--- src/rtl/parity_frame_tx.sv ---
// rtl/parity_frame_tx.sv - framed LSB-first serial transmitter: start, data, parity, stop
module parity_frame_tx #(
  parameter int DATA_W       = 4,
  parameter bit ODD_PARITY   = 1'b0,
  parameter int CLKS_PER_BIT = 4
) (
  input  logic              clk,
  input  logic              rst_n,
  input  logic [DATA_W-1:0] in_data,
  input  logic              in_valid,
  output logic              in_ready,
  output logic              tx_line,
  output logic              tx_busy,
  output logic              parity_bit,
  output logic              frame_done
);

  localparam int CW = (CLKS_PER_BIT > 1) ? $clog2(CLKS_PER_BIT) : 1;
  localparam int BW = (DATA_W > 1) ? $clog2(DATA_W) : 1;

  typedef enum logic [2:0] {IDLE, START, DATA, PARITY, STOP} state_t;

  state_t            state, state_nxt;
  logic [CW-1:0]     clk_cnt;
  logic [BW-1:0]     bit_cnt;
  logic [DATA_W-1:0] shift;
  logic              accept;
  logic              bit_end;
  logic              last_bit;

  assign accept   = in_valid && (state == IDLE);
  assign bit_end  = (clk_cnt == CW'(CLKS_PER_BIT - 1));
  assign last_bit = (bit_cnt == BW'(DATA_W - 1));

  always_ff @(posedge clk or negedge rst_n) begin
    if (!rst_n) state <= IDLE;
    else        state <= state_nxt;
  end

  always_comb begin
    state_nxt = state;
    case (state)
      IDLE:    if (accept)              state_nxt = START;
      START:   if (bit_end)             state_nxt = DATA;
      DATA:    if (bit_end && last_bit) state_nxt = PARITY;
      PARITY:  if (bit_end)             state_nxt = STOP;
      STOP:    if (bit_end)             state_nxt = IDLE;
      default:                          state_nxt = IDLE;
    endcase
  end

  // Bit timing, data shifter and parity latch; the shifter only moves inside DATA.
  always_ff @(posedge clk or negedge rst_n) begin
    if (!rst_n) begin
      clk_cnt    <= '0;
      bit_cnt    <= '0;
      shift      <= '0;
      parity_bit <= 1'b0;
    end else begin
      if (state == IDLE || bit_end) clk_cnt <= '0;
      else                          clk_cnt <= clk_cnt + CW'(1);

      if (state != DATA)                clk_cnt_hold_bits: bit_cnt <= '0;
      else if (bit_end)                 bit_cnt <= last_bit ? '0 : bit_cnt + BW'(1);

      if (accept) begin
        shift      <= in_data;
        parity_bit <= (^in_data) ^ ODD_PARITY;
      end else if (state == DATA && bit_end) begin
        shift <= shift >> 1;
      end
    end
  end

  always_comb begin
    tx_line    = 1'b1;
    in_ready   = 1'b0;
    tx_busy    = 1'b1;
    frame_done = 1'b0;
    case (state)
      IDLE: begin
        in_ready = 1'b1;
        tx_busy  = 1'b0;
      end
      START:   tx_line = 1'b0;
      DATA:    tx_line = shift[0];
      PARITY:  tx_line = parity_bit;
      STOP:    frame_done = bit_end;
      default: tx_busy = 1'b0;
    endcase
  end

endmodule
--- config.mk ---
export PLATFORM = sky130hd
export DESIGN_NAME = parity_frame_tx
export DESIGN_NICKNAME = d
export VERILOG_FILES = /design/src/rtl/parity_frame_tx.sv
export SDC_FILE = /design/constraint.sdc
export NUM_CORES = 1
export LEC_CHECK = 0
export BUFFER_PORTS_ARGS = -buffer_cell sky130_fd_sc_hd__buf_4
export CAP_MARGIN = 20
export CORE_UTILIZATION = 27
export DETAILED_ROUTE_END_ITERATION = 12
export GPL_ROUTABILITY_DRIVEN = 0
export GPL_TIMING_DRIVEN = 1
export PLACE_DENSITY_LB_ADDON = 0.12
export SLEW_MARGIN = 20
export SYNTH_ARGS = -nofsm -noshare
export SYNTH_HDL_FRONTEND = slang
export SYNTH_SLANG_ARGS = --single-unit
--- constraint.sdc ---
create_clock -name clk -period 4.3 [get_ports clk]
set_input_delay 0.645 -clock clk [delete_from_list [all_inputs] [get_ports clk]]
set_output_delay 0.645 -clock clk [all_outputs]
set_load 0.02 [all_outputs]
==> metrics, run 1 <==
Cell variety after synth=23; drt total wl=roughly 1.1 mm; Final Core Density=between 30% and 40%; CP Max Fanout=9; slowest stage cell, crit path=dfrtp_1; met3 WL=between 60 and 70 microns; # port buffers=11; setup TNS=0 ps; DRC viols=0; Fill cells=247; vias in the first global route=between 300 and 400; status=finished clean; Ys Warns=0; root buffer cell=clkbuf_4; clock tree buffer depth=2; post-DR wirelength/cell=~11 microns; Relative slew margins=72.8%; Core Area=~2300 sq um; Syn Inst Count=60; fin crit period=2030 ps; Mean Syn Cell Area=10.9 sq um; Post-Route Skew=slightly above 6 ps; Final Max Tran Viols=0; Die ar.=2630 sq um; sequential-to-total area share from yosys stat=around 46%; FF/Latch Area=roughly 300 sq um; DIE HEIGHT=between 50 and 60 microns; total CTS buffers=3; area growth from synthesis to layout=16.4%; initial antenna violation count=0; Worst setup SP type=flop; Nets=81; Placed Area=approximately 740 sq um; finished layout cell area=around 760 sq um; total track usage=9.99%; MaxCap Viol Count=0; Hold Crit Class=in -> async; vias=448; Ports=12; Initial Util=between 20% and 30%; clock sink total=12; Final Hold Fails=0; Site Rows=17; RSZ-0062 raised after global routing=false; Final setup viols=0; top sig layer=met4; CP Capture Type=output pin; #FFs+latches synth=12; cts repair resizes=0; Net Count, Synth=69; footprint of the multi-input gates=approximately 320 sq um; Pre-antenna DRT Iters=2; WP data required=roughly 3700 ps; worst skew pair latency=between 200 and 300 ps; Power Dens Cells=between 600 and 700 nW/um^2; Worst-path clk slew=~70 ps; half-perimeter wire length after placement=~800 microns; highest-count cells in the layout ignoring fill and taps=dfrtp_1 (12), buf_4 (11), nor2_1 (7); crit path cell chain=a21oi_1, a311o_1, buf_4; commonest non-fill, non-tap cell in the layout=dfrtp_1; worst-margin pin slew=a little over 400 ps; maximum clock rate=about 500 MHz; Leak=roughly 0.00033 uW; layout cells sized above 1=around 21%; total grt overflow=0; post-detailed-route count of antenna-violating nets=0; largest net degree at the start of global routing=13; Setup Buffers After CTS=0; DRT met1 WL=520 microns; Final period util=between 40% and 50%; cts hold-fix bufs=0; Setup CP Type=reg -> out; Detailed Route Iter0 Violations=3; DR WL met2=roughly 470 microns; Die Width=between 50 and 60 microns; first-pass GRT wire length=about 1.8 mm; maximum vdd drop=around 0.24 mV; CTS H-tree depth=1; ant diodes=0; DR vias/cell=around 4.6; Cell Area, Synth=roughly 660 sq um; TritonCTS clock tree=done; Worst Path Arrival=approximately 1400 ps; CP peak stage delay=around 560 ps
## flip-flops by register name (all words and copies together) (netlist names)
name and cells:
shift 4, state 3, bit_cnt 2, clk_cnt 2, parity_bit 1
## cells by family (layout without fill, tap and decap cells)
group | count (synthesis) | in the layout | synth area share, %
xor gates and xnor gates | 5 | 5 | 6.68
buffers and inverters | 6 | 16 | 6.11
AOI/OAI and AO/OA | 8 | 8 | 8.02
and+or+nand+nor | 19 | 19 | 16.6
muxes | 8 | 8 | 13.0
adders and majority gates | 2 | 2 | 3.82
DFF | 12 | 12 | 45.8
## critical path, delay by kind of cell, from the launching register on
| kind | cells | cell delay, ps |
|---|---|---|
| compound gates | 2 | 400 |
| buf+inv | 1 | 160 |
| flops | 1 | 560 |
## power by group
part	switching (uW)	total, uW	internal, uW
Sequential	49.0	207	158
Clock	34.2	66.5	32.4
Combinational	106	213	107
Total	189	487	298
## through the flow
stage | total power, uW | hold WS [ps] | cells | worst slack, ps
after floorplan | 377 | 349 | 60 | 2560
after global placement | 424 | 430 | 95 | 2430
after detailed placement | 425 | 430 | 95 | 2420
after CTS | 496 | 198 | 98 | 2270
after global routing | 530 | 189 | 98 | 2170
final | 487 | 201 | 98 | 2270
## cell usage after synthesis, drive strengths merged
cell type  instances  area share [%]
a211oi             2             2.3
a21oi              2             1.5
a311o              1             1.5
and2               1            0.95
and3               1            0.95
buf                4             5.0
dfrtp             12              46
ha                 2             3.8
inv                2             1.1
mux2               4             6.9
mux2i              4             6.1
nand2              4             2.3
nand3b             1             1.1
nor2               7             4.0
nor2b              1            0.95
nor3               2             1.5
nor3b              1             1.1
nor4b              1             3.6
o21a               1             1.1
o21ai              2             1.5
xnor2              4             5.3
xor2               1             1.3
## per-layer routing
layer,track usage (%),vias to the layer above
met4,6.76,0
li1,-,228
met5,0,-
met1,10.8,206
met3,5.36,2
met2,14.9,12
## worst paths after layout
check	slack, ps	start	end	cells past startpoint
setup / recovery	2270	state[1]	tx_line	3
hold / removal	200	rst_n	state[2]	1
setup reg to reg	2540	state[0]	shift[2]	3
hold reg to reg	440	clk_cnt[0]	clk_cnt[0]	1
max in group asynchronous	3940	rst_n	shift[1]	1
min in group clk	440	clk_cnt[0]	clk_cnt[0]	1
## cell type report
type	instances	area share, %
Tap cell	28	4.59
Inverter	2	0.984
Sequential cell	12	39.3
Timing Repair Buffer	11	10.8
Clock buffer	3	2.95
Multi-Input combinational cell	42	41.3
(Power assumes the default switching activity.)
==> run 2: changes to the inputs <==
ABC_AREA = 1   (was default)
clock period = 2.04 ns   (was 4.3 ns; I/O delays follow)
==> run 2 against run 1 <==
Against the previous run: clock skew increased by 4.5 ps; non-clock buffer count is 1 higher; utilization is 1.2 points higher; register-to-register slack lost 1800 ps; clock-buffer cell count up 1; sequential power increased by 110%; critical endpoint unchanged.
==> metrics, run 2 <==
status=finished clean; total power=1390 uW (+190%); post-DR wirelength/cell=9.95 microns (-9.3%); Regs by FF count=shift: 4 flops, state: 3 flops; Die ar.=2840 sq um (+7.9%); clock tree buffer depth=2 (unchanged); setup TNS=0 ps (unchanged); crit path cell chain=inv_1, nor3_1, a21oi_1, nand2_1, buf_4; area share of the largest cell type after synthesis=42.3% (-3.5 points); internal power=735 uW (+150%); DRC viols=0 (unchanged); Synth area leaders=dfrtp_1 (42%), nand2_1 (19%), nand3_1 (8.5%), inv_1 (6.3%), ha_1 (3.5%); Comb pwr share=54.6% (+11 points); # port buffers=11 (unchanged); TritonCTS clock tree=done; Cell variety after synth=18 (-22%); WP data required=1730 ps (-1920 ps); Pre-antenna DRT Iters=4 (+2); Biggest register=shift; Worst Path Arrival=1430 ps (+40 ps); Ports=12 (unchanged); CP top delay family=flip-flops; ant diodes=0 (unchanged); Leak=0.000488 uW (+47%); layout cells sized above 1=23.0% (+1.6 points); Ys Warns=0 (unchanged); DR vias/cell=4.38 (-4.2%); area growth from synthesis to layout=22.4%; Final Max Tran Viols=0 (unchanged); Detailed Route Iter0 Violations=8 (+5); Fill cells=285 (+15%); top post-synthesis cells by count=nand2_1 (35), dfrtp_1 (12), inv_1 (12), nand3_1 (12), nor2_1 (5); Final setup viols=0 (unchanged); prevailing post-synth register cell=dfrtp_1; Site Rows=18 (+1); CTS H-tree depth=1 (unchanged); sequential-to-total area share from yosys stat=42.3% (-3.5 points); CP Max Fanout=8 (-1); cts repair resizes=0 (unchanged); Setup CP Type=reg -> out; root buffer cell=clkbuf_4; dpl ws=626 ps (-1790 ps); Buf+Inv Stages, Crit Path=2 (+1); placed insts=138 (+45%); total grt overflow=0 (unchanged); Worst-path clk slew=90 ps (+20 ps); CP Capture Type=output pin; drt total wl=1.42 mm (+32%); worst skew pair latency=280 ps (about the same); Synth async-reset ratio=100% (unchanged); MaxCap Viol Count=0 (unchanged); post-detailed-route count of antenna-violating nets=0 (unchanged); #FFs+latches synth=12 (unchanged); Syn Inst Count=98 (+63%); worst-margin pin slew=291 ps (-115 ps); EDFF count, synth=0 (unchanged); Cell Area, Synth=709 sq um (+8.2%); Die Width=53.3 microns (+3.9%); initial antenna violation count=0 (unchanged); Post-Route Skew=10.6 ps (+4.55 ps); fin crit period=around 1700 ps; commonest non-fill, non-tap cell in the layout=nand2_1; total track usage=12.6% (+2.6 points); clock share of power=14.2% (+0.5 points); switch share=47.0% (+8.2 points); RSZ-0062 raised after global routing=false; Final period util=between 80% and 90%; DIE HEIGHT=53.3 microns (+3.9%); largest net degree at the start of global routing=13 (unchanged); total CTS buffers=3 (unchanged); most common cell in the netlist=nand2_1; maximum vdd drop=0.814 mV (+240%); CP peak stage delay=490 ps (-70 ps); Final Core Density=35.1% (+1.2 points); Mean Syn Cell Area=7.24 sq um (-34%); half-perimeter wire length after placement=1.13 mm (+40%); Relative slew margins=80.5% (+7.6 points); NetSw=653 uW (+240%); Net Count, Synth=107 (+55%); Hold Crit Class=in -> reg; Yosys top cell by area=dfrtp_1; Worst setup SP type=flop; max reg flops=4 (unchanged); vias=626 (+40%); sequential share of power=31.2% (-11 points); Core Area=2480 sq um (+9.9%); vias in the first global route=577 (+48%); Nets=123 (+52%); clock sink total=12 (unchanged); Final Hold Fails=0 (unchanged); Initial Util=28.6% (-0.44 points); Power Dens Cells=1600 nW/um^2 (+150%); highest-count cells in the layout ignoring fill and taps=nand2_1 (35), inv_1 (12), nand3_1 (12), dfrtp_1 (12), buf_4 (11); Final Non-Filler Cells=143 (+46%); maximum clock rate=approximately 580 MHz; Final WS setup=306 ps (-1960 ps); slowest stage cell, crit path=dfrtp_1; first-pass GRT wire length=2.48 mm (+40%)
## run 2: cell types whose count changed after synthesis, sizes merged, moves of 2 or more
cell	change
inv	+13
mux2i	-4
mux2	-4
xnor2	-4
a211oi	-2
buf	-3
nand3	+12
nand2	+36
## run 2: stage by stage
step | hold WS [ps] | area [sq um]
after floorplan | 10.4 | 709
after global placement | 163 | 822
after detailed placement | 161 | 822
after CTS | 304 | 868
after global routing | 297 | 868
final | 306 | 868
## run 2: final cells by class
| type | instances | area (sq um) | share of cell area [%] |
|---|---|---|---|
| sequential | 12 | 300 | 34.6 |
| tap | 30 | 37.5 | 4.32 |
| multi-input combinational | 70 | 345 | 39.8 |
| timing repair buffer | 12 | 92.6 | 10.7 |
| inverter | 15 | 56.3 | 6.48 |
| clock buffer | 4 | 36.3 | 4.18 |
## run 2: final timing paths
kind | from | to | slack [ps] | cells after the start
max | state[1] | tx_line | 310 | 5
min | in_data[3] | shift[3] | 310 | 3
max reg2reg | state[0] | shift[1] | 740 | 6
min reg2reg | clk_cnt[0] | clk_cnt[0] | 440 | 1
max in group asynchronous | rst_n | bit_cnt[0] | 1480 | 2
min in group asynchronous | rst_n | state[0] | 390 | 2
## run 2: power groups by stage
stage | Sequential, uW | Combinational, uW | Clock, uW
3_3_place_gp | 436 | 765 | 0
5_1_grt | 450 | 863 | 218
3_5_place_dp | 438 | 763 | 0
6_report | 434 | 757 | 197
2_1_floorplan | 416 | 571 | 0
4_1_cts | 433 | 766 | 206
## run 2: timing repair
item | CTS | global route
hold buffers | 1 | 0
endpoints found under the setup margin | 0 | 0
buffers inserted | 0 | 0
hold endpoints to repair | 12 | 0
## run 2: worst min-delay path: cells and delay by family
kind	cells	cell delay (ps)
AOI/OAI and AO/OA	1	80
buffers and inverters	2	170
## run 2: routing by layer
layer	GRT usage [%]	vias to the layer above	part of all wire, %
li1	-	338	-
met1	15.8	271	50
met2	18.5	14	43
met3	6.03	3	6.5
met4	3.95	0	0.84
met5	0	-	0
## run 2: cell families (layout without fill, tap and decap cells)
| family | Yosys count | in the layout | synth area share (%) |
|---|---|---|---|
| simple gates | 62 | 62 | 39.5 |
| flops | 12 | 12 | 42.3 |
| fa+ha+maj | 2 | 2 | 3.53 |
| compound gates | 6 | 6 | 5.64 |
| buf+inv | 16 | 31 | 8.99 |
==> run 3: changes to the inputs <==
clock period = 1.55 ns   (was 2.04 ns; I/O delays follow)
==> run 3 against run 2 <==
Against the previous run: the run now ends with negative setup slack left; combinational power is 69% higher; largest power group unchanged; register-to-register slack worse by 540 ps; non-clock buffer count is 6 higher; flip-flop and latch count is the same; largest cell class unchanged; worst setup slack got worse by 320 ps; die area did not move; power rose by 53%; clock-buffer cell count did not move; clock power increased by 29%; critical endpoint unchanged.
==> metrics, run 3 (same netlist as run 2, synthesis figures left out) <==
total CTS buffers=3 (unchanged); vias=658 (+5.1%); Worst-path clk slew=90 ps (about the same); first-pass GRT wire length=2.49 mm (+0.52%); maximum vdd drop=1.12 mV (+37%); Nets=129 (+4.9%); Core Area=2480 sq um (unchanged); worst skew pair latency=280 ps (about the same); max reg flops=4 (unchanged); clock tree buffer depth=2 (unchanged); post-detailed-route count of antenna-violating nets=0 (unchanged); WP data required=1320 ps (-410 ps); slowest stage cell, crit path=dfrtp_2; post-DR wirelength/cell=10.8 microns (+8.9%); worst-margin pin slew=260 ps (-31.0 ps); Die Width=53.3 microns (unchanged); Leak=0.000519 uW (+6.3%); Pre-antenna DRT Iters=4 (unchanged); total track usage=12.7% (+0.13 points); CP peak stage delay=460 ps (-30 ps); # port buffers=11 (unchanged); ant diodes=0 (unchanged); Relative slew margins=82.6% (+2.2 points); Setup CP Type=reg -> out; Biggest register=shift; hold depth=3 (unchanged); crit path cell chain=buf_4, o21bai_4, a21oi_2, nand2_1, buf_6; Final Core Density=38.5% (+3.5 points); TritonCTS clock tree=done; CP Max Fanout=5 (-3); flop2flop setup slack=200 ps (-540 ps); clock sink total=12 (unchanged); Site Rows=18 (unchanged); Worst setup SP type=flop; layout cells sized above 1=31.9% (+8.9 points); failing checks=negative setup slack; Die ar.=2840 sq um (unchanged); Buf+Inv Stages, Crit Path=2 (unchanged); commonest non-fill, non-tap cell in the layout=nand2_1; Power Dens Cells=2220 nW/um^2 (+39%); reg2reg end=shift[0]; largest net degree at the start of global routing=13 (unchanged); Worst Path Arrival=1330 ps (-100 ps); Final period util=101%; Final setup viols=1 (+1); initial antenna violation count=0 (unchanged); CP top delay family=flip-flops; R2R depth=6 (unchanged); vias in the first global route=570 (-1.2%); CTS H-tree depth=1 (unchanged); DRC viols=0 (unchanged); Fin Hold WS=250 ps (-55.7 ps); hold_sp=in_data[3]; total power=2120 uW (+53%); DR vias/cell=4.42 (+0.88%); fin crit period=approximately 1600 ps; DIE HEIGHT=53.3 microns (unchanged); highest-count cells in the layout ignoring fill and taps=nand2_1 (34), buf_4 (15), inv_1 (12), nand3_1 (12), dfrtp_1 (9); half-perimeter wire length after placement=1.12 mm (-1.5%); Post-Route Skew=16.6 ps (+6.02 ps); total grt overflow=0 (unchanged); status=finished, violations left; Hold Crit Class=in -> reg; Ports=12 (unchanged); Worst Hold End=shift[3]; Final Max Tran Viols=0 (unchanged); Final Hold Fails=0 (unchanged); Detailed Route Iter0 Violations=8 (unchanged); drt total wl=1.61 mm (+13%); Final WS setup=-12.0 ps (-318 ps); RSZ-0062 raised after global routing=true; Regs by FF count=shift: 4 flops, state: 3 flops; area growth from synthesis to layout=34.6%; Initial Util=28.6% (unchanged); CP Capture Type=output pin; MaxCap Viol Count=0 (unchanged); R2R Path Start=state[2]; root buffer cell=clkbuf_4; maximum clock rate=~640 MHz
-- run 3: changes by cell type in the layout (fill, tap and decap cells not counted), moves of 2 or more --
cell and delta:
buf_4 +4, dfrtp_2 +3, buf_6 +2, dfrtp_1 -3
-- run 3: how the worst max path moves through the flow --
stage | start | to | slack, ps | cells after the start
after floorplan | state[1] | frame_done | 340 | 4
after detailed placement | state[1] | tx_line | 220 | 5
after CTS | state[0] | tx_line | 10 | 6
final | state[0] | tx_line | -10 | 5
after global placement | state[2] | shift[0] | 190 | 6
after global routing | state[0] | tx_line | -80 | 6
-- run 3: repair_timing --
item / 4_1_cts / 5_1_grt
setup endpoints to repair: 1 / 3
gates resized for setup: 6 / 5
hold buffers: 1 / 0
pin swaps: 0 / 1
setup buffers: 2 / 3
hold endpoints to repair: 12 / 0
-- run 3: metrics by stage --
stage | std cells | TNS [ps] | setup WS, ps | area (sq um)
after floorplan | 98 | 0 | 344 | 709
after global placement | 139 | 0 | 187 | 830
after detailed placement | 139 | 0 | 217 | 830
after CTS | 146 | 0 | 11.1 | 912
after global routing | 149 | -166 | -79.4 | 955
final | 149 | -12.0 | -12.0 | 955
-- run 3: where the power goes --
group,switching (uW),leakage [uW],internal [uW]
combinational,728,0.000348,549
sequential,136,0.000149,456
clock,111,0.0000210,143
-- run 3: worst reg2reg max path: stages, from the launching register on --
cell     delay (ps)
dfrtp_2         480
nor2_2          170
nand2_2         110
nor2_1          230
nand2_1          90
nand3_1          90
nand2_1          50
-- run 3: area by class of cell --
class | count | area, sq um
fill | 268 | 1520
multi-input combinational | 70 | 375
sequential | 12 | 304
timing repair buffer | 18 | 145
inverter | 15 | 56.3
tap | 30 | 37.5
clock buffer | 4 | 36.3
-- run 3: routing by layer --
metal	vias to the layer above	part of all wire, %	global-route usage (%)
li1	350	-	-
met1	297	47	15.5
met2	9	48	19.8
met3	2	4.2	5.46
met4	0	0.74	3.95
met5	-	0	0
